<file path="config.mk">
export PLATFORM = sky130hd
export DESIGN_NAME = bsg_mem_1rw_sync_mask_write_bit_client
export DESIGN_NICKNAME = d
export VERILOG_FILES = /design/src/rtl/bsg_mem_1rw_sync_mask_write_bit_client.sv
export SDC_FILE = /design/constraint.sdc
export NUM_CORES = 1
export LEC_CHECK = 0
export ABC_AREA = 0
export CAP_MARGIN = 15
export CELL_PAD_IN_SITES_DETAIL_PLACEMENT = 0
export CELL_PAD_IN_SITES_GLOBAL_PLACEMENT = 1
export CORE_MARGIN = 2
export CORE_UTILIZATION = 29
export CTS_CLUSTER_SIZE = 40
export DETAILED_ROUTE_END_ITERATION = 6
export PLACE_DENSITY = 0.91
export SLEW_MARGIN = 15
export SYNTH_ARGS = -nofsm -noshare
export SYNTH_HDL_FRONTEND = slang
export SYNTH_SLANG_ARGS = --single-unit
</file>
<file path="constraint.sdc">
create_clock -name clk_i -period 4.45 [get_ports clk_i]
set_input_delay 0.89 -clock clk_i [delete_from_list [all_inputs] [get_ports clk_i]]
set_output_delay 0.89 -clock clk_i [all_outputs]
set_load 0.05 [all_outputs]
</file>
<file path="src/rtl/bsg_mem_1rw_sync_mask_write_bit_client.sv">
// Requester-side controller for a 1-port sync bit-masked RAM (1-cycle read).
// Ports: v_i/ready_o/w_i/addr_i/data_i/w_mask_i request in; mem_* RAM port;
//        v_o/data_o/yumi_i read-response out, backed by a credit-checked FIFO.
module bsg_mem_1rw_sync_mask_write_bit_client #(
    parameter int width_p         = 8,
    parameter int els_p           = 16,
    parameter int resp_fifo_els_p = 2,
    localparam int addr_width_lp  = (els_p > 1) ? $clog2(els_p) : 1
) (
    input  logic                     clk_i,
    input  logic                     reset_n_i,
    input  logic                     v_i,
    output logic                     ready_o,
    input  logic                     w_i,
    input  logic [addr_width_lp-1:0] addr_i,
    input  logic [width_p-1:0]       data_i,
    input  logic [width_p-1:0]       w_mask_i,
    output logic                     mem_v_o,
    output logic                     mem_w_o,
    output logic [addr_width_lp-1:0] mem_addr_o,
    output logic [width_p-1:0]       mem_data_o,
    output logic [width_p-1:0]       mem_w_mask_o,
    input  logic [width_p-1:0]       mem_data_i,
    output logic                     v_o,
    output logic [width_p-1:0]       data_o,
    input  logic                     yumi_i
);

    localparam int ptr_w_lp = (resp_fifo_els_p > 1) ? $clog2(resp_fifo_els_p) : 1;
    localparam int cnt_w_lp = $clog2(resp_fifo_els_p + 1);
    localparam logic [ptr_w_lp-1:0] ptr_last_lp = ptr_w_lp'(resp_fifo_els_p - 1);
    localparam logic [cnt_w_lp:0]   credits_lp  = (cnt_w_lp + 1)'(resp_fifo_els_p);

    logic [width_p-1:0]  fifo_q [resp_fifo_els_p];
    logic [ptr_w_lp-1:0] rptr_q, rptr_d;
    logic [ptr_w_lp-1:0] wptr_q, wptr_d;
    logic [cnt_w_lp-1:0] count_q, count_d;
    logic                inflight_q, inflight_d;

    logic                fire;
    logic                empty;
    logic                bypass;
    logic                enq;
    logic                deq;
    logic [cnt_w_lp:0]   used;

    function automatic logic [ptr_w_lp-1:0] ptr_inc(input logic [ptr_w_lp-1:0] p);
        return (p == ptr_last_lp) ? '0 : p + ptr_w_lp'(1);
    endfunction

    // Credits cover both queued data and the read whose data lands next
    // cycle, so a read is only accepted when the FIFO can always hold it.
    assign used    = {1'b0, count_q} + {{cnt_w_lp{1'b0}}, inflight_q};
    assign ready_o = (used < credits_lp);
    assign fire    = v_i & ready_o;

    assign mem_v_o      = fire;
    assign mem_w_o      = w_i;
    assign mem_addr_o   = addr_i;
    assign mem_data_o   = data_i;
    assign mem_w_mask_o = w_mask_i;

    assign empty  = (count_q == '0);
    assign bypass = empty & inflight_q;
    assign v_o    = ~empty | inflight_q;
    assign data_o = empty ? mem_data_i : fifo_q[rptr_q];

    // A bypassed word taken this cycle never needs to be stored.
    assign enq = inflight_q & ~(bypass & yumi_i);
    assign deq = yumi_i & ~empty;

    always_comb begin
        inflight_d = fire & ~w_i;
        rptr_d     = deq ? ptr_inc(rptr_q) : rptr_q;
        wptr_d     = enq ? ptr_inc(wptr_q) : wptr_q;
        count_d    = count_q;
        unique case ({enq, deq})
            2'b10:   count_d = count_q + cnt_w_lp'(1);
            2'b01:   count_d = count_q - cnt_w_lp'(1);
            default: count_d = count_q;
        endcase
    end

    always_ff @(posedge clk_i or negedge reset_n_i) begin
        if (!reset_n_i) begin
            inflight_q <= 1'b0;
            rptr_q     <= '0;
            wptr_q     <= '0;
            count_q    <= '0;
        end else begin
            inflight_q <= inflight_d;
            rptr_q     <= rptr_d;
            wptr_q     <= wptr_d;
            count_q    <= count_d;
        end
    end

    always_ff @(posedge clk_i) begin
        if (enq) begin
            fifo_q[wptr_q] <= mem_data_i;
        end
    end

    yumi_legal: assert property (
        @(posedge clk_i) disable iff (!reset_n_i) yumi_i |-> v_o
    );

endmodule

</file>
# [Yosys cells after proc, flatten, opt, wreduce, memory -nomap -nowiden]
# Memory sizes are Yosys's and may differ from the RTL's.
# Index checks and enable logic that the tools add are counted.
[totals] n_memories=1 word_cells=31 mem_bits_rw=16 reg_bits=5 latchBits=0 in_bits=33 out_inout_bits=32 mem_bits_ro=0
[memory_table] memory="fifo_q" depth=2 width=8 read_ports=1 rd_clocked_by_memory_dff=0 wr=1 line="34" rtl="logic [width_p-1:0] fifo_q [resp_fifo_els_p];"
[classes] n_reduce_logical=2 magnitude_cmp=1 n_eq_ne=2 div=0 n_shift=0 muxes=6 bitwise_logic=10 addsub=5 mul=0
[ops] operator="8-bit 2-to-1 mux" count=1
[ops] operator="1-bit bitwise AND" count=6
[ops] operator="1-bit 2-to-1 mux" count=4
[ops] operator="2-bit one-hot mux with 2 select lines" count=1
[ops] operator="2-bit by 1-bit adder with 3-bit output" count=1
[ops] operator="3-bit by 2-bit < comparator with 1-bit output, second input constant" count=1
[ops] operator="1-bit inverter" count=3
[ops] operator="1-bit adder, second input constant" count=2
[ops] operator="2-bit by 1-bit adder with 2-bit output, second input constant" count=1
[ops] operator="2-bit by 1-bit equality test with 1-bit output, second input constant" count=1
[ops] operator="2-bit equality test, second input constant" count=1
[ops] operator="2-bit zero test" count=1
[ops] operator="2-bit nonzero test" count=1
[ops] operator="2-bit by 1-bit subtractor with 2-bit output, second input constant" count=1
[ops] operator="1-bit OR" count=1

# [Longest topological paths before layout]
[logic_depth] ltp_word=7 mapped_depth=7 mapped_depth_nobuf=6

# [Worst setup path after synthesis]
# Ideal clock, no wire load.
[synth_timing] path_kind="input to output" from="input v_i" to="output mem_v_o" slack_ns=1.423 n_path_buf=0 path_stages=2 t_arrival_ns=2.137 t_required_ns=3.560 path_cell_list="inv_1 -> a211oi_1"
[synth_between] elab_chain_cells=1
[synth_lines] element="start: declaration" line="12" rtl="input logic v_i,"
[synth_lines] element="1-bit bitwise AND" line="55" rtl="assign fire = v_i & ready_o;"
[synth_lines] element="end: declaration" line="18" rtl="output logic mem_v_o,"
# Every way passes these cells.

# [Worst setup path in the final report]
# Same ends and word-level chain as after synthesis.

==> results by group <==
Layout
  • Fraction of layout cells with a size suffix above 1: under 10%
  • Fin util: 34.3%
  • Fin area: approximately 0.0012 mm²
  • Area occupied by multi-input gates: between 200 and 300 µm²
  • Fill count: around 350
  • Syn-to-layout area delta: 15.4%
  • Number of diodes: 0
  • NumNets Final: around 130
  • Register area: between 600 and 700 µm²

Pwr
  • Gate power share: roughly 55%
  • Leak: between 0.4 and 0.5 nW
  • Power Internal: 0.493 mW
  • Power share of the sequential group: 32.1%
  • Switching Fraction: between 40% and 50%
  • Pwr/cell area: between 700 and 800 mW/mm²
  • Switching pwr: about 0.42 mW
  • Clock share of power: about an eighth
  • Peak supply drop: ~0.00033 V

Synthesis
  • Largest area contributor in the netlist: edfxtp_1
  • Mapped Area: 0.00107 mm²
  • Yosys warns: 0
  • Sequential element share of the synthesized area: a little under three fifths
  • Syn nets: between 100 and 150
  • Number of synthesized flops with an enable pin: 16
  • Synth cell types: 18
  • Synth cell count leaders: buf_4, edfxtp_1, nor2_1
  • Largest cells by area after synthesis: edfxtp_1, buf_4, dfrtp_1, mux2i_1, a21oi_1
  • Most used flip-flop cell after synthesis: edfxtp_1
  • Register bit total from synthesis: 21
  • Area share of the largest cell type after synthesis: roughly 45%
  • Syn avg cell area: 12.2 µm²
  • Ys async rst share: 23.8%
  • Most numerous cell in the Yosys netlist: buf_4
  • Post-Synthesis Cells: 88

Hold path
  • Hold crit path type: flop to flop
  • WHS Path Cells: 1

Outcome
  • Status: complete, no violations

Floorplan
  • Row count: 22
  • Die Area: 0.00420 mm²
  • # IOs: between 60 and 70
  • Core Box Area: ~0.0036 mm²
  • Die height: between 60 and 70 µm
  • Die span in x: 64.8 µm
  • Initial Util: just under 30%

Drt
  • DR pass1 iterations: 3
  • DRC: 0
  • ANT nets after route: 0
  • Routed WL per cell: approximately 13 µm
  • Via count of the routed design: just under 600
  • 1st-iter DRT viols: 13
  • Final WL: ~1800 µm
  • Via density per instance: 4.12

Placement
  • Hpwl dp: between 1000 and 1500 µm
  • Cell Area, Placed: 0.00119 mm²
  • GPL Wtd Cong: 0.621
  • Port bufs: 24

Critical path
  • CP required: 3.56 ns
  • Reg2reg path depth: 3
  • Critical path cell sequence: clkdlybuf4s50_1 > inv_1 > a211oi_1 > clkdlybuf4s50_1
  • CP delay by family, top: buffers and inverters
  • Startpoint Class: input pin
  • Worst reg2reg setup slack: 2.35 ns
  • Critical path endpoint: mem_v_o
  • Start point of the critical path: v_i
  • Crit-path most repeated cell: clkdlybuf4s50_1
  • Crit-path max FO: 2
  • RR Startpoint: count_q[0]
  • Kind of critical path: input pin to output port
  • Worst Setup End Kind: output port
  • RR Endpoint: fifo_q[0][0]
  • Largest stage delay, worst path: 0.86 ns
  • Arr. time, crit path: between 2 and 3 ns
  • Crit-path slowest cell: clkdlybuf4s50_1
  • CP Buf/Inv Count: 3
  • WP depth: 4

STA
  • RSZ-0062 raised after global routing: no
  • Slew headroom: 51.1%
  • Setup TNS: 0 ns
  • Final Skew: roughly 0.0047 ns
  • Fin crit share: 76.1%
  • Max Transition Viols Final: 0
  • Final hold violations: 0
  • Fmax: between 200 and 300 MHz
  • Least-Margin Pin Slew: 0.730 ns
  • Minimum clock period: 3.39 ns
  • # setup viols final: 0

Global route
  • Total GRT Usage: under 10%
  • Gr ovfl total: 0
  • First-pass GRT wire length: a little under 3000 µm
  • Largest net degree at the start of global routing: 19
  • Initial antenna violation count: 0
  • Vias in the first global route: between 600 and 700

CTS
  • H-tree levels: 1
  • CTS tree: yes
  • Clk pin slew, worst setup/hold paths: 0.07 ns
  • Num CTS Buffers: 3
  • Deepest clock path buffer count: 2
  • Post-CTS Hold Fix Bufs: 0
  • Later-pin clock latency in the skew report: about 0.25 ns
  • CTS resizes: 0
  • CTS sink cnt: 21
  • Setup repair bufs after CTS: 0
  • Root Buffer: clkbuf_8

Flow run
  • Max-cap violations: 0
==> stage by stage <==
step	hold slack (ns)	setup WS, ns	instances	total power [mW]
floorplan	0.467	1.42	88	0.713
global placement	0.480	1.09	136	0.794
detailed placement	0.493	1.03	136	0.805
CTS	0.506	1.05	140	0.929
global route	0.525	0.934	140	0.967
finish	0.501	1.06	140	0.916
==> cells in the final DEF, fill, tap and decap left out <==
master	count
clkdlybuf4s50_1	24
edfxtp_1	16
nor2_1	11
a21oi_1	9
mux2i_1	8
dfrtp_1	5
inv_1	3
xnor2_1	3
clkbuf_8	3
xor2_1	2
or2_1	1
and2_4	1
a211oi_1	1
nor2b_1	1
or3_1	1
o21ai_4	1
ha_1	1
clkinv_2	1
==> power groups by stage <==
stage	Sequential [mW]	Clock, mW	Combinational, mW
2_1_floorplan	0.273	0	0.440
3_3_place_gp	0.297	0	0.497
3_5_place_dp	0.300	0	0.505
4_1_cts	0.296	0.125	0.508
5_1_grt	0.303	0.133	0.531
6_report	0.294	0.119	0.502
==> kinds of logic after synthesis <==
group,share of synthesized area [%]
buffers and inverters,18.0
AND/OR/NAND/NOR,6.42
flip-flops,56.5
adder cells (fa/ha/maj),1.17
AO/OA/AOI/OAI,6.42
XOR/XNOR,4.08
multiplexers,7.47
==> registers in the layout, indices dropped and copies added, names as in the netlist <==
name / cells
fifo_q: 16
inflight_q: 1
count_q: 2
rptr_q: 1
wptr_q: 1
==> worst min-delay path by stage <==
stage	startpoint	to	slack, ns
after detailed placement	wptr_q	wptr_q	0.49
after floorplan	wptr_q	wptr_q	0.47
final	wptr_q	wptr_q	0.50
after CTS	wptr_q	wptr_q	0.51
after global placement	wptr_q	wptr_q	0.48
after global routing	wptr_q	wptr_q	0.52
==> worst register-to-register path, delay by kind of cell (launching register included) <==
family | cells | cell delay [ns]
AO/OA/AOI/OAI | 1 | 0.12
flip-flops | 1 | 0.44
AND/OR/NAND/NOR | 2 | 1.17
==> routing by layer <==
| metal | up-vias | global-route usage [%] | part of all wire [%] |
|---|---|---|---|
| met3 | 0 | 5.73 | 10 |
| li1 | 285 | - | - |
| met5 | - | 0 | 0 |
| met1 | 261 | 10.2 | 41 |
| met2 | 31 | 15.6 | 49 |
| met4 | 0 | 1.86 | 0 |
==> layout make-up <==
class / instances / area share, %
clock inverters: 1 / 0.404
well taps: 48 / 4.85
inverters: 3 / 0.910
multi-input cells: 40 / 22.1
repair buffers: 24 / 19.4
clock buffers: 3 / 3.34
flip-flops and latches: 21 / 48.9
No activity file was read; power rests on OpenSTA's default activity.
